## src/rtl/rv_ctrl_pkg.sv

```systemverilog
// Shared definitions for the multi-cycle RV64 subset control path.
// Holds the main FSM state enum, opcode constants, ALUOp encodings,
// the packed datapath-control bundle and the Funct selection helper.
package rv_ctrl_pkg;

  typedef enum logic [3:0] {
    StFetch,
    StDecode,
    StExecR,
    StExecI,
    StAddr,
    StMemRd,
    StMemWr,
    StWbAlu,
    StWbMem,
    StBranch,
    StTrap
  } state_e;

  localparam logic [6:0] OP_R  = 7'b0110011;
  localparam logic [6:0] OP_I  = 7'b0010011;
  localparam logic [6:0] OP_LD = 7'b0000011;
  localparam logic [6:0] OP_SD = 7'b0100011;
  localparam logic [6:0] OP_BR = 7'b1100011;

  localparam logic [1:0] ALUOP_ADD = 2'b00;
  localparam logic [1:0] ALUOP_BEQ = 2'b01;
  localparam logic [1:0] ALUOP_R   = 2'b10;

  typedef struct packed {
    logic       ir_write;
    logic       pc_write;
    logic       mem_read;
    logic       mem_write;
    logic       reg_write;
    logic       mem_to_reg;
    logic       alu_src;
    logic       pc_src;
    logic [1:0] alu_op;
    logic       busy;
  } ctrl_t;

  // funct7[5] only distinguishes add/sub for R-type; I-type shares funct3 with
  // immediate bits in that position, so it is masked there.
  function automatic logic [3:0] funct_sel(input logic [6:0] op, input logic f7b5,
                                           input logic [2:0] f3);
    return (op == OP_R) ? {f7b5, f3} : {1'b0, f3};
  endfunction

endpackage

```

## src/rtl/multicycle_main_control_if.sv

```systemverilog
// Bus between the main control FSM and the datapath/memory side.
// master: control FSM (drives enables, ALUOp/Funct, status).
// slave : datapath/memory (drives instr, mem_ready, zero).
interface multicycle_main_control_if #(
  parameter int unsigned RET_CNT_W = 32
) ();
  logic [31:0]          instr;
  logic                 mem_ready;
  logic                 zero;
  logic [1:0]           ALUOp;
  logic [3:0]           Funct;
  logic                 ir_write;
  logic                 pc_write;
  logic                 mem_read;
  logic                 mem_write;
  logic                 reg_write;
  logic                 mem_to_reg;
  logic                 alu_src;
  logic                 pc_src;
  logic                 busy;
  logic [RET_CNT_W-1:0] instr_retired;
  logic                 illegal;

  modport master (
    input  instr, mem_ready, zero,
    output ALUOp, Funct, ir_write, pc_write, mem_read, mem_write, reg_write,
           mem_to_reg, alu_src, pc_src, busy, instr_retired, illegal
  );

  modport slave (
    output instr, mem_ready, zero,
    input  ALUOp, Funct, ir_write, pc_write, mem_read, mem_write, reg_write,
           mem_to_reg, alu_src, pc_src, busy, instr_retired, illegal
  );
endinterface

```

## src/rtl/main_ctrl_outdec.sv

```systemverilog
// Combinational state-to-control decode for the main FSM.
// Ports: i_state (FSM state), i_active (0 while reset is asserted),
//        i_mem_ready / i_zero (gate FETCH writes and branch PC write),
//        i_funct (Funct from captured fields), o_ctrl (enables bundle), o_funct.
module main_ctrl_outdec
  import rv_ctrl_pkg::*;
(
  input  state_e     i_state,
  input  logic       i_active,
  input  logic       i_mem_ready,
  input  logic       i_zero,
  input  logic [3:0] i_funct,
  output ctrl_t      o_ctrl,
  output logic [3:0] o_funct
);

  always_comb begin
    o_ctrl  = '0;
    o_funct = i_funct;
    unique case (i_state)
      StFetch: begin
        o_ctrl.mem_read = 1'b1;
        o_ctrl.ir_write = i_mem_ready;
        o_ctrl.pc_write = i_mem_ready;
        o_funct         = '0;
      end
      StExecR: o_ctrl.alu_op = ALUOP_R;
      StExecI: o_ctrl.alu_src = 1'b1;
      StAddr:  o_ctrl.alu_src = 1'b1;
      StMemRd: o_ctrl.mem_read = 1'b1;
      StMemWr: o_ctrl.mem_write = 1'b1;
      StWbAlu: o_ctrl.reg_write = 1'b1;
      StWbMem: begin
        o_ctrl.reg_write  = 1'b1;
        o_ctrl.mem_to_reg = 1'b1;
      end
      StBranch: begin
        o_ctrl.alu_op   = ALUOP_BEQ;
        o_ctrl.pc_src   = 1'b1;
        o_ctrl.pc_write = i_zero;
      end
      default: ;
    endcase
    o_ctrl.busy = (i_state != StFetch);
    // Asynchronous reset must silence every enable immediately, even FETCH's read.
    if (!i_active) begin
      o_ctrl  = '0;
      o_funct = '0;
    end
  end

endmodule

```

## src/rtl/multicycle_main_control.sv

```systemverilog
// Main control FSM for the multi-cycle RV64 subset core
// (ld, sd, add, sub, and, or, addi, slli, beq).
// Ports: clk, reset (async, active-low), bus (multicycle_main_control_if.master:
//        instr/mem_ready/zero in; ALUOp/Funct, datapath enables, busy,
//        instr_retired, illegal out).
// Optional: ILLEGAL_TRAP_EN -- illegal opcodes lock the FSM in TRAP with a sticky
//           illegal flag; otherwise they are dropped as an uncounted NOP.
module multicycle_main_control
  import rv_ctrl_pkg::*;
#(
  parameter int unsigned RET_CNT_W = 32
) (
  input logic                       clk,
  input logic                       reset,
  multicycle_main_control_if.master bus
);

  state_e               r_state;
  logic [6:0]           r_opcode;
  logic [2:0]           r_funct3;
  logic                 r_f7b5;
  logic [RET_CNT_W-1:0] r_ret_cnt;
  ctrl_t                w_ctrl;
  logic [3:0]           w_funct;
`ifdef ILLEGAL_TRAP_EN
  logic                 r_illegal;
`endif

  always_ff @(posedge clk or negedge reset) begin
    if (!reset) begin
      r_state   <= StFetch;
      r_opcode  <= '0;
      r_funct3  <= '0;
      r_f7b5    <= 1'b0;
      r_ret_cnt <= '0;
`ifdef ILLEGAL_TRAP_EN
      r_illegal <= 1'b0;
`endif
    end else begin
      unique case (r_state)
        StFetch: begin
          if (bus.mem_ready) begin
            r_opcode <= bus.instr[6:0];
            r_funct3 <= bus.instr[14:12];
            r_f7b5   <= bus.instr[30];
            r_state  <= StDecode;
          end
        end
        StDecode: begin
          unique case (r_opcode)
            OP_R:         r_state <= StExecR;
            OP_I:         r_state <= StExecI;
            OP_LD, OP_SD: r_state <= StAddr;
            OP_BR:        r_state <= StBranch;
            default: begin
`ifdef ILLEGAL_TRAP_EN
              r_state   <= StTrap;
              r_illegal <= 1'b1;
`else
              r_state   <= StFetch;
`endif
            end
          endcase
        end
        StExecR, StExecI: r_state <= StWbAlu;
        StAddr: r_state <= (r_opcode == OP_SD) ? StMemWr : StMemRd;
        StMemRd: begin
          if (bus.mem_ready) r_state <= StWbMem;
        end
        StMemWr: begin
          if (bus.mem_ready) begin
            r_state   <= StFetch;
            r_ret_cnt <= r_ret_cnt + 1'b1;
          end
        end
        StWbAlu, StWbMem, StBranch: begin
          r_state   <= StFetch;
          r_ret_cnt <= r_ret_cnt + 1'b1;
        end
        StTrap: r_state <= StTrap;
        default: r_state <= StFetch;
      endcase
    end
  end

  main_ctrl_outdec u_outdec (
    .i_state    (r_state),
    .i_active   (reset),
    .i_mem_ready(bus.mem_ready),
    .i_zero     (bus.zero),
    .i_funct    (funct_sel(r_opcode, r_f7b5, r_funct3)),
    .o_ctrl     (w_ctrl),
    .o_funct    (w_funct)
  );

  assign bus.ALUOp         = w_ctrl.alu_op;
  assign bus.Funct         = w_funct;
  assign bus.ir_write      = w_ctrl.ir_write;
  assign bus.pc_write      = w_ctrl.pc_write;
  assign bus.mem_read      = w_ctrl.mem_read;
  assign bus.mem_write     = w_ctrl.mem_write;
  assign bus.reg_write     = w_ctrl.reg_write;
  assign bus.mem_to_reg    = w_ctrl.mem_to_reg;
  assign bus.alu_src       = w_ctrl.alu_src;
  assign bus.pc_src        = w_ctrl.pc_src;
  assign bus.busy          = w_ctrl.busy;
  assign bus.instr_retired = r_ret_cnt;
`ifdef ILLEGAL_TRAP_EN
  assign bus.illegal       = r_illegal;
`else
  assign bus.illegal       = 1'b0;
`endif

endmodule

```

## src/flat_wrapper.sv

```systemverilog
// flat-port wrapper written by rule: the top's interface ports become plain ports
module multicycle_main_control_flat import rv_ctrl_pkg::*;
#(
  parameter int unsigned RET_CNT_W = 32
)
  (clk, reset, bus_instr, bus_mem_ready, bus_zero, bus_ALUOp, bus_Funct, bus_ir_write, bus_pc_write, bus_mem_read, bus_mem_write, bus_reg_write, bus_mem_to_reg, bus_alu_src, bus_pc_src, bus_busy, bus_instr_retired, bus_illegal);
  multicycle_main_control_if #(.RET_CNT_W(RET_CNT_W)) bus_i ();
  input logic clk;
  input logic reset;
  input wire logic [$bits(bus_i.instr)-1:0] bus_instr;
  input wire logic [$bits(bus_i.mem_ready)-1:0] bus_mem_ready;
  input wire logic [$bits(bus_i.zero)-1:0] bus_zero;
  output wire logic [$bits(bus_i.ALUOp)-1:0] bus_ALUOp;
  output wire logic [$bits(bus_i.Funct)-1:0] bus_Funct;
  output wire logic [$bits(bus_i.ir_write)-1:0] bus_ir_write;
  output wire logic [$bits(bus_i.pc_write)-1:0] bus_pc_write;
  output wire logic [$bits(bus_i.mem_read)-1:0] bus_mem_read;
  output wire logic [$bits(bus_i.mem_write)-1:0] bus_mem_write;
  output wire logic [$bits(bus_i.reg_write)-1:0] bus_reg_write;
  output wire logic [$bits(bus_i.mem_to_reg)-1:0] bus_mem_to_reg;
  output wire logic [$bits(bus_i.alu_src)-1:0] bus_alu_src;
  output wire logic [$bits(bus_i.pc_src)-1:0] bus_pc_src;
  output wire logic [$bits(bus_i.busy)-1:0] bus_busy;
  output wire logic [$bits(bus_i.instr_retired)-1:0] bus_instr_retired;
  output wire logic [$bits(bus_i.illegal)-1:0] bus_illegal;
  assign bus_i.instr = bus_instr;
  assign bus_i.mem_ready = bus_mem_ready;
  assign bus_i.zero = bus_zero;
  assign bus_ALUOp = bus_i.ALUOp;
  assign bus_Funct = bus_i.Funct;
  assign bus_ir_write = bus_i.ir_write;
  assign bus_pc_write = bus_i.pc_write;
  assign bus_mem_read = bus_i.mem_read;
  assign bus_mem_write = bus_i.mem_write;
  assign bus_reg_write = bus_i.reg_write;
  assign bus_mem_to_reg = bus_i.mem_to_reg;
  assign bus_alu_src = bus_i.alu_src;
  assign bus_pc_src = bus_i.pc_src;
  assign bus_busy = bus_i.busy;
  assign bus_instr_retired = bus_i.instr_retired;
  assign bus_illegal = bus_i.illegal;
  multicycle_main_control #(.RET_CNT_W(RET_CNT_W)) u_core (.clk(clk), .reset(reset), .bus(bus_i));
endmodule
```

## config.mk

```make
export PLATFORM = sky130hd
export DESIGN_NAME = multicycle_main_control_flat
export DESIGN_NICKNAME = d
export VERILOG_FILES = /design/src/rtl/rv_ctrl_pkg.sv /design/src/rtl/multicycle_main_control_if.sv /design/src/rtl/main_ctrl_outdec.sv /design/src/rtl/multicycle_main_control.sv /design/src/flat_wrapper.sv
export SDC_FILE = /design/constraint.sdc
export NUM_CORES = 1
export LEC_CHECK = 0
export BUFFER_PORTS_ARGS = -buffer_cell sky130_fd_sc_hd__buf_4
export CORE_AREA = 2 2 114 83
export CTS_CLUSTER_DIAMETER = 100
export DETAILED_ROUTE_END_ITERATION = 8
export DIE_AREA = 0 0 116 85
export PLACE_DENSITY = 0.62
export SLEW_MARGIN = 0
export SYNTH_ARGS = -nofsm -noshare
export SYNTH_HDL_FRONTEND = slang
export SYNTH_SLANG_ARGS = --single-unit
```

## constraint.sdc

```tcl
create_clock -name clk -period 2.7 [get_ports clk]
set_clock_uncertainty 0.1 [all_clocks]
set_input_delay 0.405 -clock clk [delete_from_list [all_inputs] [get_ports clk]]
set_output_delay 0.405 -clock clk [all_outputs]
set_load 0.02 [all_outputs]
```

# Word-level counts from Yosys, hierarchy flattened
# Index checks and enable logic that the tools add are counted.
[classes]
add_sub_neg = 1
n_mul = 0
div = 0
magnitude_cmp = 0
eq_ne = 18
n_shift = 0
mux = 21
n_bitwise = 0
reduce_logical = 12
[op_table]
columns = ["op", "count"]
rows = [
  ["one-hot mux 32 bit (2 select lines)", 1],
  ["adder 32 x 1 -> 32 bit (second input constant)", 1],
  ["2-to-1 mux 32 bit", 1],
  ["one-hot mux 4 bit (7 select lines)", 1],
  ["2-to-1 mux 4 bit", 6],
  ["equality test 4 x 3 -> 1 bit (second input constant)", 4],
  ["one-hot mux 4 bit (4 select lines)", 1],
  ["equality test 7 x 6 -> 1 bit (second input constant)", 2],
  ["equality test 4 bit (second input constant)", 3],
  ["2-to-1 mux 11 bit", 1],
  ["OR reduction 2 bit", 5],
  ["equality test 4 x 2 -> 1 bit (second input constant)", 2],
  ["equality test 7 x 2 -> 1 bit (second input constant)", 1],
  ["equality test 7 x 5 -> 1 bit (second input constant)", 1],
  ["equality test 7 bit (second input constant)", 1],
  ["2-to-1 mux 1 bit", 7],
  ["!= test 2 bit (second input constant)", 3],
  ["equality test 4 x 1 -> 1 bit (second input constant)", 1],
  ["logical NOT 4 bit", 1],
  ["one-hot mux 2 bit (2 select lines)", 1],
  ["AND reduction 2 bit", 2],
  ["nonzero test 4 bit", 1],
  ["AND reduction 3 bit", 1],
  ["OR reduction 3 bit", 1],
  ["other kinds (3)", 3],
]
[totals]
regBits = 47
latchBits = 0
mem_bits_rw = 0
rom_bits = 0
in_bits = 36
out_inout_bits = 48
wordCells = 57
mem_count = 0

# Longest topological paths before layout
[logic_depth]
ltp_word = 4
depth_mapped = 6
depth_no_buf = 5

# Cells and area by module
# Synthesis repeated with hierarchy kept, for this count alone.
[unflattened]
hier_cells = 235
hier_area_um2 = 2577.5
[modules_own_cells]
columns = ["mod", "n_inst", "cells_per_inst", "area_per_inst_um2", "seq_area_each_um2"]
rows = [
  ["multicycle_main_control", 1, 207, 2379.8, 1176.1],
  ["main_ctrl_outdec", 1, 28, 197.7, 0.0],
]

# Least setup slack after synthesis
# Ideal clock, no wire load.
[synth_timing]
kind = "reg2out"
start = "register u_core.r_state[1]"
end = "output port bus_pc_write"
t_arrival_ns = 1.785
required_ns = 2.195
setup_slack_ns = 0.410
path_stages_with_launch = 6
n_path_buf = 1
path_cell_list = "dfrtp_1 -> nor4_1 -> nand2_1 -> clkbuf_1 -> nor2_1 -> a21o_1"
[synth_between]
elab_chain_len = 3
word_cells_on_any_way = 4
classes_between = "1 x eq/ne; 2 x mux; 1 x reduce/logical"
[synth_rtl]
columns = ["item", "line_no", "text"]
rows = [
  ["start: declaration", "multicycle_main_control.sv:18", "state_e r_state;"],
  ["start signal: assignment", "multicycle_main_control.sv:31", "r_state <= StFetch;"],
  ["start signal: assignment", "multicycle_main_control.sv:46", "r_state <= StDecode;"],
  ["start signal: assignment", "multicycle_main_control.sv:51", "OP_R: r_state <= StExecR;"],
  ["equality test 4 bit or logical NOT 4 bit (tied branches)", "main_ctrl_outdec.sv:20", "unique case (i_state)"],
  ["one-hot mux 1 bit (2 select lines) (*)", "main_ctrl_outdec.sv:20", ""],
  ["2-to-1 mux 11 bit (*)", "main_ctrl_outdec.sv:46", "if (!i_active) begin"],
  ["end: declaration", "flat_wrapper.sv:16", "output wire logic [$bits(bus_i.pc_write)-1:0] bus_pc_write;"],
]
# Mark *: on every way between the ends. The rest lies on a longest branch, timed or not.

# Final worst setup path
[layout_timing]
start = "register u_core.r_opcode[3]"
end = "output port bus_Funct[3]"
[layout_between]
elab_chain_len = 4
[layout_rtl]
columns = ["item", "line_no", "text"]
rows = [
  ["start: declaration", "multicycle_main_control.sv:19", "logic [6:0] r_opcode;"],
  ["start signal: assignment", "multicycle_main_control.sv:43", "r_opcode <= bus.instr[6:0];"],
  ["equality test 7 x 6 -> 1 bit", "rv_ctrl_pkg.sv:47", "return (op == OP_R) ? {f7b5, f3} : {1'b0, f3};"],
  ["2-to-1 mux 4 bit", "rv_ctrl_pkg.sv:47", ""],
  ["2-to-1 mux 4 bit", "main_ctrl_outdec.sv:20", ""],
  ["2-to-1 mux 4 bit", "main_ctrl_outdec.sv:46", ""],
  ["end: declaration", "flat_wrapper.sv:14", "output wire logic [$bits(bus_i.Funct)-1:0] bus_Funct;"],
]
# Every way passes these cells.

==> impl_metrics.tcl <==
set metrics [dict create \
    gr-usage-all-layers 0.1207 \
    wl_met2_um 2513 \
    grt-ovfl-total 0 \
    utilization 0.3789 \
    endpoint_kind "output port" \
    dr.pass1.iters 4 \
    met3WireLength_um 264 \
    path_class "reg -> out" \
    layout_setup_ws_ps 304.4 \
    vias 1965 \
    post_cts_resized 0 \
    core_um2 8781 \
    ys_top_cells_by_count "47 x dfrtp_1, 21 x xor2_1, 13 x nand2_1, 13 x nor2_1" \
    synth.largest_area_cell "dfrtp_1" \
    fin_area_um2 3327 \
    syn_nets 271 \
    yosys_register_bits 47 \
    ys_seq_area_frac 0.4585 \
    crit_path_start_kind "register" \
    setup-violations-final 0 \
    dpl_cell_area_um2 3156 \
    slew_violations 0 \
    synth.top_cell.area_share 0.4585 \
    cts_tree "yes" \
    synth.most_common_cell "dfrtp_1" \
    yosys-top-cells-area "dfrtp_1 46%, xor2_1 7.2%, nor4_2 5.9%, mux2_2 5.3%, xnor2_1 3.4%" \
    first_iter_violations 107 \
    vias_per_cell 4.679 \
    fp.dieArea_um2 9860 \
    n_antenna_cell 0 \
    ys.flop_type "dfrtp_1" \
    p_per_area_nw_per_um2 738.6 \
    fin_nets 332 \
    period_needed_ps 2396 \
    yosysWarnings 0 \
    synth_edf_count 0 \
    rsz0062_at_grt "no" \
    routed_wl_um 5754 \
    detail_route.wl_per_cell_um 13.70 \
    ant_nets 0 \
    leakagePower_nw 1.420 \
    area_delta_synth_final_pct 29.71 \
    outcome "finished clean" \
    syn_avg_cell_area_um2 10.96 \
    cts_root_buf "clkbuf_16" \
    fp.dieH_um 85 \
    cts_num_sinks 47 \
    drive_gt1_frac 0.3649 \
    die_x_um 116 \
    met1_length_um 2950 \
    finalWeightedCongestion 0.7781 \
    arrival_ps 1890 \
    yosys.cell_types.count 57 \
    grt_antenna_before_repair 0 \
    rrSetupSlack_ps 610 \
    grt_max_degree 48 \
    finalHoldViolCount 0 \
    worst_pin_slew_ps 601.0 \
    fillers 897 \
    worstPathRequired_ps 2190 \
    clk_latency_ps 290 \
    drc 0 \
    hp-class "in -> async" \
    peakVddDrop_uv 392.1 \
    syn_inst 234 \
    cts-hold-fix-buffers 0 \
    max_freq_mhz 417.4 \
    portBuffers 61 \
    cts_setup_buffers 0 \
    maxUsedRoutingLayer "met4" \
    synthesis.area_um2 2565 \
    pre_cts_ws_ps 607.2 \
    clk_pin_slew_ps 70 \
    dp_hpwl_um 4256 \
    start_util 0.2921 \
    worst-path-max-fanout 4 \
    cts_buffers 5 \
    io_pins 84 \
    async_reset_ff_frac 1.000 \
    cts_max_level 2 \
    timing.setup.tns_ps 0 \
    clock_path_buffers 2 \
    slew_headroom 0.5993 \
    timing.final.crit_share 0.8873 \
    grt_pass1_vias 1944 \
    num_rows 29 \
    grt_pass1_wl_um 9708 \
    maxCapViolations 0 \
]
layout by cell type (no fill, tap or decap), types with 2 or more instances in the layout:
cell | Yosys | layout
a21o_1 | 2 | 2
a21oi_1 | 2 | 2
a22oi_1 | 2 | 2
and2_1 | 7 | 7
and3_1 | 3 | 3
and4_1 | 3 | 3
buf_4 | 1 | 66
clkbuf_16 | 0 | 5
dfrtp_1 | 47 | 47
inv_1 | 3 | 3
mux2_2 | 12 | 12
nand2_1 | 13 | 13
nand2b_1 | 5 | 5
nand3_1 | 9 | 9
nand4_1 | 7 | 7
nor2_1 | 13 | 13
nor2b_1 | 5 | 5
nor3_1 | 8 | 8
nor3b_1 | 2 | 2
nor4_1 | 2 | 2
nor4_2 | 12 | 12
nor4b_2 | 2 | 2
o21ai_0 | 2 | 2
or2_2 | 2 | 2
xnor2_1 | 10 | 10
xor2_1 | 21 | 21
kinds of logic (layout without fill, tap and decap cells):
logic type | Yosys count | in the layout | share of synthesized area
other cells | 1 | 1 | 0.001462
fa+ha+maj | 1 | 1 | 0.004877
buf+inv | 15 | 77 | 0.02781
simple gates | 107 | 107 | 0.2898
mux | 13 | 13 | 0.05659
flops | 47 | 47 | 0.4585
compound gates | 19 | 19 | 0.05513
xor+xnor | 31 | 31 | 0.1059
final timing paths:
| kind | startpoint | end | cells after the start |
|---|---|---|---|
| max | u_core.r_opcode[3] | bus_Funct[3] | 4 |
| min | reset | u_core.bus.instr_retired[5] | 2 |
| max reg2reg | u_core.bus.instr_retired[4] | u_core.bus.instr_retired[22] | 4 |
| min reg2reg | u_core.bus.instr_retired[31] | u_core.bus.instr_retired[31] | 1 |
| max in group asynchronous | reset | u_core.bus.instr_retired[30] | 2 |
| min in group clk | bus_instr[30] | u_core.r_f7b5 | 2 |
metrics by stage:
step	instances	power (W)	hold slack (ps)
4_1_cts	420	0.002482	184.1
3_3_place_gp	412	0.001748	357.4
6_report	420	0.002457	157.5
5_1_grt	420	0.002616	209.7
3_5_place_dp	412	0.001761	372.6
2_1_floorplan	234	0.001498	9.409
layout make-up:
class / count / area (µm²) / share of cell area
Timing Repair Buffer: 66 / 495.5 / 0.1489
Sequential cell: 47 / 1176 / 0.3535
Multi-Input combinational cell: 172 / 1318 / 0.3960
Tap cell: 124 / 155.1 / 0.04663
Clock buffer: 5 / 125.1 / 0.03761
Inverter: 3 / 11.26 / 0.003385
Clock inverter: 3 / 46.29 / 0.01392
state kept, by name, summed over array words and instances (netlist names):
signal / flops
u_core.r_state: 4
u_core.r_f7b5: 1
u_core.r_opcode: 7
u_core.r_funct3: 3
u_core.bus.instr_retired: 32
layer usage:
layer  vias to the layer above  track usage
met1                       951       0.1803
met2                        47       0.1786
li1                        963            -
met4                         0      0.02273
met3                         4      0.02929
met5                         -            0
worst max-delay path: stages, from the launching register on:
cell	delay, ps
dfrtp_1	380
nor4bb_1	540
nand2b_1	210
nor4_1	290
buf_4	200
power breakdown:
group | switching [W] | total (W) | internal [W]
clock network | 0.000274 | 0.000714 | 0.000440
logic | 0.000357 | 0.000731 | 0.000374
registers | 0.000177 | 0.00101 | 0.000835
total | 0.000808 | 0.00246 | 0.00165
No activity file was read; power rests on OpenSTA's default activity.
